--- src/rtl/sequential_multiplier_if.sv ---
// Start/done handshake and result bus of the iterative multiplier.
// The requester drives the operands; the multiplier returns the result and status.
interface sequential_multiplier_if #(parameter int WIDTH = 8);
  logic               START;
  logic               SIGNED;
  logic [WIDTH-1:0]   IN1;
  logic [WIDTH-1:0]   IN2;
  logic [2*WIDTH-1:0] PRODUCT;
  logic [WIDTH-1:0]   OUT;
  logic               OVERFLOW;
  logic               BUSY;
  logic               DONE;

  modport master (
    output START, SIGNED, IN1, IN2,
    input  PRODUCT, OUT, OVERFLOW, BUSY, DONE
  );

  modport slave (
    input  START, SIGNED, IN1, IN2,
    output PRODUCT, OUT, OVERFLOW, BUSY, DONE
  );
endinterface

--- src/rtl/sequential_multiplier.sv ---
// Iterative shift-add multiplier: one WIDTH+1-bit adder, WIDTH+1 cycles per
// result, unsigned or two's-complement operands via sign-magnitude.
module sequential_multiplier #(
  parameter int WIDTH = 8
) (
  input logic                   CLK,
  input logic                   RESET,
  sequential_multiplier_if.slave bus
);
  localparam int CW = (WIDTH > 1) ? $clog2(WIDTH) : 1;

  typedef enum logic [1:0] {S_IDLE, S_RUN, S_DONE} state_e;

  state_e             state_q;
  logic [WIDTH-1:0]   mcand_q;
  logic [WIDTH-1:0]   acc_q;
  logic [WIDTH-1:0]   mplier_q;
  logic [CW-1:0]      count_q;
  logic               neg_q;
  logic               signed_q;
  logic [2*WIDTH-1:0] product_q;
  logic               ovf_q;
  logic               busy_q;
  logic               done_q;

  logic [WIDTH:0]     addend;
  logic [WIDTH:0]     sum;
  logic [2*WIDTH-1:0] full;
  logic [2*WIDTH-1:0] product_d;
  logic               ovf_d;
  logic [WIDTH-1:0]   in1_abs;
  logic [WIDTH-1:0]   in2_abs;

  // The last step's sum feeds the product directly, so the result registers
  // on the same edge that performs the final add-and-shift.
  always_comb begin
    addend    = mplier_q[0] ? {1'b0, mcand_q} : '0;
    sum       = {1'b0, acc_q} + addend;
    full      = {sum, mplier_q[WIDTH-1:1]};
    product_d = neg_q ? -full : full;
    if (signed_q)
      ovf_d = (product_d[2*WIDTH-1:WIDTH] != {WIDTH{product_d[WIDTH-1]}});
    else
      ovf_d = (product_d[2*WIDTH-1:WIDTH] != '0);
    in1_abs = (bus.SIGNED && bus.IN1[WIDTH-1]) ? -bus.IN1 : bus.IN1;
    in2_abs = (bus.SIGNED && bus.IN2[WIDTH-1]) ? -bus.IN2 : bus.IN2;
  end

  always_ff @(posedge CLK or negedge RESET) begin
    if (!RESET) begin
      state_q   <= S_IDLE;
      mcand_q   <= '0;
      acc_q     <= '0;
      mplier_q  <= '0;
      count_q   <= '0;
      neg_q     <= 1'b0;
      signed_q  <= 1'b0;
      product_q <= '0;
      ovf_q     <= 1'b0;
      busy_q    <= 1'b0;
      done_q    <= 1'b0;
    end else begin
      case (state_q)
        S_IDLE, S_DONE: begin
          done_q <= 1'b0;
          if (bus.START) begin
            state_q  <= S_RUN;
            busy_q   <= 1'b1;
            mcand_q  <= in1_abs;
            mplier_q <= in2_abs;
            acc_q    <= '0;
            count_q  <= '0;
            neg_q    <= bus.SIGNED & (bus.IN1[WIDTH-1] ^ bus.IN2[WIDTH-1]);
            signed_q <= bus.SIGNED;
          end else begin
            state_q <= S_IDLE;
          end
        end
        S_RUN: begin
          acc_q    <= sum[WIDTH:1];
          mplier_q <= {sum[0], mplier_q[WIDTH-1:1]};
          count_q  <= count_q + 1'b1;
          if (count_q == CW'(WIDTH - 1)) begin
            state_q   <= S_DONE;
            busy_q    <= 1'b0;
            done_q    <= 1'b1;
            product_q <= product_d;
            ovf_q     <= ovf_d;
          end
        end
        default: state_q <= S_IDLE;
      endcase
    end
  end

  assign bus.PRODUCT  = product_q;
  assign bus.OUT      = product_q[WIDTH-1:0];
  assign bus.OVERFLOW = ovf_q;
  assign bus.BUSY     = busy_q;
  assign bus.DONE     = done_q;
endmodule
--- src/flat_wrapper.sv ---
// flat-port wrapper written by rule: the top's interface ports become plain ports
module sequential_multiplier_flat 
#(
  parameter int WIDTH = 8
)
  (CLK, RESET, bus_START, bus_SIGNED, bus_IN1, bus_IN2, bus_PRODUCT, bus_OUT, bus_OVERFLOW, bus_BUSY, bus_DONE);
  sequential_multiplier_if #(.WIDTH(WIDTH)) bus_i ();
  input logic CLK;
  input logic RESET;
  input wire logic [$bits(bus_i.START)-1:0] bus_START;
  input wire logic [$bits(bus_i.SIGNED)-1:0] bus_SIGNED;
  input wire logic [$bits(bus_i.IN1)-1:0] bus_IN1;
  input wire logic [$bits(bus_i.IN2)-1:0] bus_IN2;
  output wire logic [$bits(bus_i.PRODUCT)-1:0] bus_PRODUCT;
  output wire logic [$bits(bus_i.OUT)-1:0] bus_OUT;
  output wire logic [$bits(bus_i.OVERFLOW)-1:0] bus_OVERFLOW;
  output wire logic [$bits(bus_i.BUSY)-1:0] bus_BUSY;
  output wire logic [$bits(bus_i.DONE)-1:0] bus_DONE;
  assign bus_i.START = bus_START;
  assign bus_i.SIGNED = bus_SIGNED;
  assign bus_i.IN1 = bus_IN1;
  assign bus_i.IN2 = bus_IN2;
  assign bus_PRODUCT = bus_i.PRODUCT;
  assign bus_OUT = bus_i.OUT;
  assign bus_OVERFLOW = bus_i.OVERFLOW;
  assign bus_BUSY = bus_i.BUSY;
  assign bus_DONE = bus_i.DONE;
  sequential_multiplier #(.WIDTH(WIDTH)) u_core (.CLK(CLK), .RESET(RESET), .bus(bus_i));
endmodule
--- config.mk ---
export PLATFORM = sky130hd
export DESIGN_NAME = sequential_multiplier_flat
export DESIGN_NICKNAME = d
export VERILOG_FILES = /design/src/rtl/sequential_multiplier_if.sv /design/src/rtl/sequential_multiplier.sv /design/src/flat_wrapper.sv
export SDC_FILE = /design/constraint.sdc
export NUM_CORES = 1
export LEC_CHECK = 0
export BUFFER_PORTS_ARGS = -buffer_cell sky130_fd_sc_hd__buf_2
export CAP_MARGIN = 40
export CORE_ASPECT_RATIO = 0.6
export CORE_MARGIN = 4
export CORE_UTILIZATION = 63
export CTS_BUF_LIST = sky130_fd_sc_hd__clkbuf_8
export DETAILED_ROUTE_END_ITERATION = 7
export GPL_ROUTABILITY_DRIVEN = 0
export PLACE_DENSITY_LB_ADDON = 0.1
export SLEW_MARGIN = 20
export SYNTH_ARGS = -nofsm -noshare
export SYNTH_HDL_FRONTEND = slang
export SYNTH_SLANG_ARGS = --single-unit
export TNS_END_PERCENT = 100
--- constraint.sdc ---
create_clock -name CLK -period 6.55 [get_ports CLK]
set_input_delay 0.9825 -clock CLK [delete_from_list [all_inputs] [get_ports CLK]]
set_output_delay 0.9825 -clock CLK [all_outputs]
set_load 0.1 [all_outputs]
# Yosys cells after proc, flatten, opt, wreduce, memory -nomap -nowiden
# Cells that the tools add are included.
totals:
  regBits: 50
  latch_bits: 0
  mem_bits_rw: 0
  romBits: 0
  input_bits: 20
  out_inout_bits: 27
  wordCells: 54
  memories: 0
op_classes:
  addsub: 5
  mul: 0
  div_mod_pow: 0
  order_cmp: 0
  eq_ne: 6
  n_shift: 0
  muxes: 19
  bitwise_logic: 2
  reduce_logical: 11
op_table:
  columns: ["op", "n"]
  rows:
  - ["$mux 8", 5]
  - ["$pmux 8 s2", 2]
  - ["$mux 16", 1]
  - ["$neg 16->16", 1]
  - ["$neg 8->8", 2]
  - ["$add 8x9->9", 1]
  - ["$ne 8x8->1", 1]
  - ["$reduce_and 2->1", 4]
  - ["$reduce_bool 8->1", 1]
  - ["$pmux 3 s2", 1]
  - ["$mux 1", 5]
  - ["$pmux 1 s2", 2]
  - ["$pmux 2 s2", 1]
  - ["$add 3x1->3 const B", 1]
  - ["$eq 3x3->1 const B", 1]
  - ["$mux 3", 1]
  - ["$reduce_and 3->1", 1]
  - ["$eq 2x1->1 const B", 1]
  - ["$eq 2x2->1 const B", 1]
  - ["$logic_and 1x1->1", 2]
  - ["$logic_not 2->1", 1]
  - ["$mux 2", 1]
  - ["$ne 2x1->1 const B", 1]
  - ["$ne 2x2->1 const B", 1]
  - ["4 further kinds", 4]

# Depth between registers and ports, before layout
# Gate-level depths: netlist of the first run.
depth:
  ltp_word: 6
  ltp_mapped: 11
  ltp_nobuf: 11

# Worst setup path before layout of the first run
# OpenSTA, ideal clock, no wires.
synth_path:
  path_kind: "register -> register"
  start: "reg u_core.mplier_q[0]"
  end: "reg u_core.ovf_q, in the netlist u_core.bus.OVERFLOW"
  setup_ps: 135
  t_arrival_ps: 2924
  t_required_ps: 6415
  path_slack_ps: 3491
  path_stages_with_launch: 12
  n_path_buf: 0
  path_cell_list: "dfrtp_1 and2_1 ha_1 fa_1 a21o_1 a21oi_1 xnor2_1 o41ai_1 xor2_1 or4bb_1 nor4_1 a211oi_1"
synth_via:
  elab_chain_len: 6
  word_cells_on_any_way: 7
  classes_between: "add/sub (2); eq/ne (1); mux (3); reduce/logical (1)"
synth_lines:
  columns: ["element", "line", "rtl"]
  rows:
  - ["start, declared", "sequential_multiplier.sv:17", "logic [WIDTH-1:0] mplier_q;"]
  - ["start signal, assigned", "sequential_multiplier.sv:70", "mplier_q <= in2_abs;"]
  - ["start signal, assigned", "sequential_multiplier.sv:81", "mplier_q <= {sum[0], mplier_q[WIDTH-1:1]};"]
  - ["$mux 8 (*)", "sequential_multiplier.sv:37", "addend = mplier_q[0] ? {1'b0, mcand_q} : '0;"]
  - ["$add 8x9->9 (*)", "sequential_multiplier.sv:38", "sum = {1'b0, acc_q} + addend;"]
  - ["$neg 16->16", "sequential_multiplier.sv:40", "product_d = neg_q ? -full : full;"]
  - ["$mux 16 (*)", "sequential_multiplier.sv:40", null]
  - ["$ne 8x8->1 / $reduce_bool 8->1 (equally long branches)", "sequential_multiplier.sv:42, sequential_multiplier.sv:44", null]
  - ["$mux 1 (*)", "sequential_multiplier.sv:41", "if (signed_q)"]
  - ["end signal, assigned", "sequential_multiplier.sv:88", "ovf_q <= ovf_d;"]
  - ["end, declared", "sequential_multiplier.sv:22", "logic ovf_q;"]
# Mark *: on every way between the ends. The rest lies on a longest branch, timed or not.
# A chain may end at the register's enable or synchronous reset.

# Final worst setup path of the first run
# Same ends and word-level chain as after synthesis.

==> summary.md, run 1 <==
| Metric | Value |
|---|---|
| Status | `finished clean` |
| CTS Hold Bufs | `0` |
| Max_slew headroom | `0.504` |
| Worst-path clk slew | `about 0.1 ns` |
| Final Critical Period | `3.36 ns` |
| Post-CTS sizing | `0` |
| H-tree levels | `2` |
| Drt initial violations | `between 150 and 200` |
| Worst path cell trace | `and2_1 > ha_1 > fa_1 > a21o_1 > a21oi_1 > xnor2_1 > o41ai_1 > xor2_1 > or4bb_1 > nor4_1 > a211oi_1` |
| Post-Syn Nets | `349` |
| Drt first pass iters | `6` |
| Most frequent cells in the layout | `50 x dfrtp_1, 46 x buf_2, 45 x nand2_1, 39 x o21ai_0, 16 x xnor2_1` |
| Asr flop ratio synth | `1.00` |
| Critical Path Sink Type | `flip-flop` |
| Seq cells post-synth | `50` |
| Startpoint Class | `flip-flop` |
| Placeable Area | `between 4000 and 5000 um2` |
| Top-area cell type share of the netlist area | `0.425` |
| DRT Wirelength | `6430 um` |
| Die Area | `just under 6000 um2` |
| Final Cell Area | `between 3000 and 4000 um2` |
| Layout area overhead | `11.7%` |
| Post-CTS Setup Repair Bufs | `0` |
| First-pass GRT wire length | `approximately 11000 um` |
| Number of global-route vias before repair | `between 2000 and 2500` |
| Clk Latency, worst-skew pair | `about 0.31 ns` |
| Post-DP Area | `3200 um2` |
| Post-route setup TNS | `0 ns` |
| Routed Antenna Nets | `0` |
| Syn Area/Cell | `9.35 um2` |
| DP HPWL | `5050 um` |
| Setup violators final | `0` |
| Final Hold Viols | `0` |
| Mapped cell area | `slightly below 3000 um2` |
| Die width | `around 96 um` |
| Routed length per instance | `around 16 um` |
| RSZ-0062 raised after global routing | `no` |
| Die H | `61.0 um` |
| TritonCTS Buffers | `5` |
| GR Overflow Total | `0` |
| Setup CP Type | `flip-flop to flip-flop` |
| Post-layout util | `0.765` |
| Synth area leaders | `dfrtp_1 42%, o21ai_0 6.6%, nand2_1 5.7%` |
| Fmax | `298 MHz` |
| Final nets | `~390` |
| CTS sink cnt | `50` |
| Root Driver | `clkbuf_8` |
| Largest net degree at the start of global routing | `34` |
| Yosys warning count | `0` |
| Clock buffer depth | `2` |
| Crit path max fanout | `9` |
| Max Slew Vio Count | `0` |
| Initial core utilization | `0.684` |
| Gr usage total | `0.242` |
| I/O Buffers | `46` |
| DR vias | `between 2000 and 2500` |
| Post-synth EDFFs | `0` |
| # diodes | `0` |
| Slowest stage delay, CP | `between 0.5 and 0.6 ns` |
| Area leader, netlist | `dfrtp_1` |
| Ys flop type | `dfrtp_1` |
| Most common cell after layout, fill and taps aside | `dfrtp_1` |
| Synth Instances | `315` |
| Slowest stage cell, crit path | `or4bb_1` |
| Worst slew pin tran | `around 0.74 ns` |
| Max capacitance violation total | `0` |
| DRC | `0` |
| Worst clock skew | `between 0.008 and 0.009 ns` |
| HP Class | `flip-flop to flip-flop` |
| Share of layout cells above drive strength 1 | `0.196` |
| Rows | `18` |
| Data arrival, critical path | `3.53 ns` |
| Register area share after synthesis | `0.425` |
| Fill count | `approximately 320` |
| Antenna violations before repair | `0` |
| Tcrit/Tclk final | `0.512` |
| CTS tree | `yes` |
| Synth unique cells | `47` |
| Fin Hold WS | `~0.48 ns` |
| Vias per inst | `slightly below 6` |
| Critical path required time | `approximately 6.7 ns` |
| Ports | `between 40 and 50` |
==> final cells by class <==
class / instances / area, um2 / share of cell area
clock buffers: 5 / 68.8 / 0.0209
well taps: 60 / 75.1 / 0.0228
multi-input cells: 237 / 1560 / 0.474
flip-flops and latches: 50 / 1250 / 0.380
inverters: 7 / 26.3 / 0.00799
repair buffers: 50 / 288 / 0.0875
clock inverters: 3 / 21.3 / 0.00647
==> logic make-up (layout without fill, tap and decap cells) <==
logic type / Yosys count / after routing / synth area share
DFF: 50 / 50 / 0.425
muxes: 3 / 3 / 0.0102
and+or+nand+nor: 106 / 106 / 0.180
xor gates and xnor gates: 31 / 31 / 0.0922
adders and majority gates: 14 / 14 / 0.0621
AOI/OAI and AO/OA: 83 / 83 / 0.184
buffers and inverters: 28 / 65 / 0.0463
==> per-stage QoR <==
stage | std cells | setup slack [ns]
global placement | 401 | 3.36
floorplan | 315 | 3.49
CTS | 412 | 3.19
finish | 412 | 3.19
global route | 412 | 2.99
detailed placement | 404 | 3.22
==> per-layer routing <==
layer | vias up | global-route usage | routed length [um]
met1 | 1094 | 0.371 | 3130
met2 | 115 | 0.354 | 2660
met5 | - | 0 | 0
met3 | 4 | 0.0558 | 614
li1 | 1181 | - | -
met4 | 0 | 0.0486 | 17
==> final timing paths <==
path,startpoint,to,slack (ns),depth (start not counted)
hold reg to reg,u_core.bus.PRODUCT[13],u_core.bus.PRODUCT[13],0.48,2
min in group asynchronous,RESET,u_core.acc_q[6],0.60,1
max in group asynchronous,RESET,u_core.acc_q[0],5.42,2
hold / removal,u_core.bus.PRODUCT[13],u_core.bus.PRODUCT[13],0.48,2
setup reg to reg,u_core.mplier_q[0],u_core.bus.OVERFLOW,3.19,11
setup / recovery,u_core.mplier_q[0],u_core.bus.OVERFLOW,3.19,11
==> flip-flops by register name, summed over array words and instances (netlist names) <==
signal and flops:
u_core.bus.PRODUCT 16, u_core.bus.BUSY 1, u_core.mcand_q 8, u_core.neg_q 1
u_core.bus.OVERFLOW 1, u_core.state_q 2, u_core.acc_q 8, u_core.count_q 3
u_core.mplier_q 8, u_core.bus.DONE 1, u_core.signed_q 1
==> worst max-delay path: cells and delay by family, from the launching register on <==
kind            cells  cell delay [ns]
compound gates      4             0.97
simple gates        3             0.89
fa+ha+maj           2             0.63
flops               1             0.45
xor+xnor            2             0.29
==> Yosys cell counts, types with 2 or more instances <==
| cell type | n |
|---|---|
| o31ai_2 | 2 |
| and2_1 | 8 |
| and3_1 | 2 |
| xor2_1 | 15 |
| nor2b_1 | 4 |
| o31ai_1 | 3 |
| xnor2_1 | 16 |
| o221ai_1 | 2 |
| a21oi_1 | 8 |
| o41ai_1 | 2 |
| a22oi_1 | 6 |
| inv_1 | 7 |
| nand2b_1 | 3 |
| nand2_1 | 45 |
| mux2i_1 | 3 |
| nand3_1 | 6 |
| a22o_1 | 8 |
| nor4_1 | 3 |
| a31oi_1 | 3 |
| a211oi_1 | 2 |
| or3_1 | 5 |
| or2_2 | 3 |
| o21ai_0 | 39 |
| a21o_1 | 2 |
| nor2_1 | 15 |
| dfrtp_1 | 50 |
| clkbuf_1 | 12 |
| nor3_1 | 3 |
| buf_4 | 8 |
| ha_1 | 13 |
Power of run 1 is left out: the tool's default activity adds up to more than one toggle a clock period on the data nets, which glitch-free logic cannot reach.
==> inputs of run 2 (changes only) <==
--- a/config.mk
+++ b/config.mk
@@ -9,7 +9,7 @@
 export CAP_MARGIN = 40
 export CORE_ASPECT_RATIO = 0.6
 export CORE_MARGIN = 4
-export CORE_UTILIZATION = 63
+export CORE_UTILIZATION = 59
 export CTS_BUF_LIST = sky130_fd_sc_hd__clkbuf_8
 export DETAILED_ROUTE_END_ITERATION = 7
 export GPL_ROUTABILITY_DRIVEN = 0
==> constraint.sdc (replaced) <==
create_clock -name CLK -period 3.15 [get_ports CLK]
set_input_delay 0.4725 -clock CLK [delete_from_list [all_inputs] [get_ports CLK]]
set_output_delay 0.4725 -clock CLK [all_outputs]
set_load 0.1 [all_outputs]
==> run 2 against run 1 <==
  * Largest cell class unchanged
  * Critical endpoint unchanged
  * Worst setup slack got worse by 3.1 ns
  * Final cell count rose by 2.7%
  * Via count rose by 4.6%
==> summary.md, run 2 (synthesized netlist as in run 1, its figures left out) <==
| Metric | Value |
|---|---|
| Clk Latency, worst-skew pair | `0.30 ns (about the same)` |
| Initial core utilization | `0.629 (-0.0558)` |
| Die H | `62.7 um (+2.9%)` |
| Largest net degree at the start of global routing | `32 (-5.9%)` |
| Bufs and invs on worst path | `1 (+1)` |
| Largest register FFs | `16 (unchanged)` |
| Drt initial violations | `128 (-25%)` |
| HP Class | `primary input to async pin` |
| Root Driver | `clkbuf_8` |
| Layout area overhead | `20.1%` |
| Setup violators final | `0 (unchanged)` |
| Worst path cell trace | `and2_1 > ha_2 > fa_2 > a21o_1 > a21oi_2 > a21oi_1 > a311oi_1 > buf_4 > o21ai_0 > xor2_1 > and4_2 > a211oi_2` |
| Critical path required time | `3.38 ns (-3.35 ns)` |
| GR Overflow Total | `0 (unchanged)` |
| Post-DP Area | `3240 um2 (+1.3%)` |
| Clock buffer depth | `2 (unchanged)` |
| Crit-path leading delay family | `compound AO/OA/AOI/OAI gates` |
| DP HPWL | `5010 um (-0.92%)` |
| Rows | `19 (+1)` |
| Data arrival, critical path | `3.32 ns (-0.21 ns)` |
| Vias per inst | `5.92 (+1.8%)` |
| Routed length per instance | `16.9 um (+8.3%)` |
| I/O Buffers | `46 (unchanged)` |
| Worst clock skew | `0.00310 ns (-0.00538 ns)` |
| Routed Antenna Nets | `0 (unchanged)` |
| Most frequent cells in the layout | `50 x dfrtp_1, 46 x buf_2, 44 x nand2_1, 38 x o21ai_0, 15 x nor2_1` |
| Worst-path clk slew | `0.09 ns (about the same)` |
| Final Cell Area | `3530 um2 (+7.5%)` |
| TritonCTS Buffers | `5 (unchanged)` |
| Die width | `99.2 um (+3.1%)` |
| Most common cell after layout, fill and taps aside | `dfrtp_1` |
| Fmax | `324 MHz (+8.6%)` |
| Critical Path Sink Type | `flip-flop` |
| Crit path max fanout | `4 (-5)` |
| Max_slew headroom | `0.505 (+0.000983)` |
| DRT Wirelength | `7140 um (+11%)` |
| CTS tree | `yes` |
| Startpoint Class | `flip-flop` |
| Worst slew pin tran | `0.743 ns (-0.000674 ns)` |
| Drt first pass iters | `4 (-2)` |
| Setup CP Type | `flip-flop to flip-flop` |
| Max Slew Vio Count | `0 (unchanged)` |
| Placeable Area | `4680 um2 (+8.9%)` |
| Final Hold Viols | `0 (unchanged)` |
| Slowest stage cell, crit path | `dfrtp_1` |
| Number of global-route vias before repair | `2272 (+2.0%)` |
| Die Area | `6220 um2 (+6.0%)` |
| Slowest stage delay, CP | `0.40 ns (-0.11 ns)` |
| # diodes | `0 (unchanged)` |
| Max capacitance violation total | `0 (unchanged)` |
| Antenna violations before repair | `0 (unchanged)` |
| Post-route setup TNS | `0 ns (unchanged)` |
| First-pass GRT wire length | `11200 um (+4.4%)` |
| Tcrit/Tclk final | `0.981 (+0.469)` |
| Status | `finished clean` |
| H-tree levels | `2 (unchanged)` |
| DRC | `0 (unchanged)` |
| R2r setup slk | `0.06 ns (-3.13 ns)` |
| Gr usage total | `0.222 (-0.0205)` |
| Share of layout cells above drive strength 1 | `0.258 (+0.0623)` |
| CTS sink cnt | `50 (unchanged)` |
| DR vias | `2503 (+4.6%)` |
| Final nets | `393 (+2.1%)` |
| Final Critical Period | `3.09 ns (-0.265 ns)` |
| Ports | `47 (unchanged)` |
| Fin Hold WS | `0.222 ns (-0.259 ns)` |
| Fill count | `315 (-2.8%)` |
[run 2: metal layers]
layer	global-route usage	part of all wire	vias up	wire length, um
met5	0	0	-	0
met4	0.0426	0.013	0	91
met3	0.0424	0.080	13	571
met2	0.318	0.43	103	3070
met1	0.349	0.48	1193	3410
li1	-	-	1194	-
[run 2: path summary, 6_finish.rpt]
kind / from / endpoint / cells past startpoint
worst max-delay path: u_core.mplier_q[0] / u_core.bus.OVERFLOW / 12
worst min-delay path: RESET / u_core.bus.PRODUCT[13] / 1
worst max register to register: u_core.mplier_q[0] / u_core.bus.OVERFLOW / 12
worst min register to register: u_core.mcand_q[2] / u_core.mcand_q[2] / 2
max in group asynchronous: RESET / u_core.mplier_q[6] / 2
min in group CLK: bus_IN1[7] / u_core.mcand_q[7] / 3
[run 2: per-stage QoR]
stage / utilization / cells / setup slack, ns
finish: 0.755 / 423 / 0.0597
global route: 0.755 / 423 / -0.105
CTS: 0.716 / 423 / 0.00433
detailed placement: 0.692 / 415 / -0.0135
global placement: 0.689 / 414 / 0.0883
floorplan: - / 315 / 0.0915
[run 2: final cells by class]
| class | instances | area, um2 | area share |
|---|---|---|---|
| Clock buffer | 5 | 68.8 | 0.0195 |
| Multi-Input combinational cell | 237 | 1740 | 0.493 |
| Tap cell | 63 | 78.8 | 0.0223 |
| Inverter | 7 | 26.3 | 0.00743 |
| Clock inverter | 3 | 37.5 | 0.0106 |
| Timing Repair Buffer | 58 | 328 | 0.0927 |
| Sequential cell | 50 | 1250 | 0.354 |
[run 2: repair_timing]
action,4_1_cts,5_1_grt
hold buffers,0,0
buffers inserted,0,0
pin swaps,0,16
gates cloned,0,0
endpoints found under the setup margin,1,1
gates resized for setup,1,29
Power of run 2 is left out for the same reason.
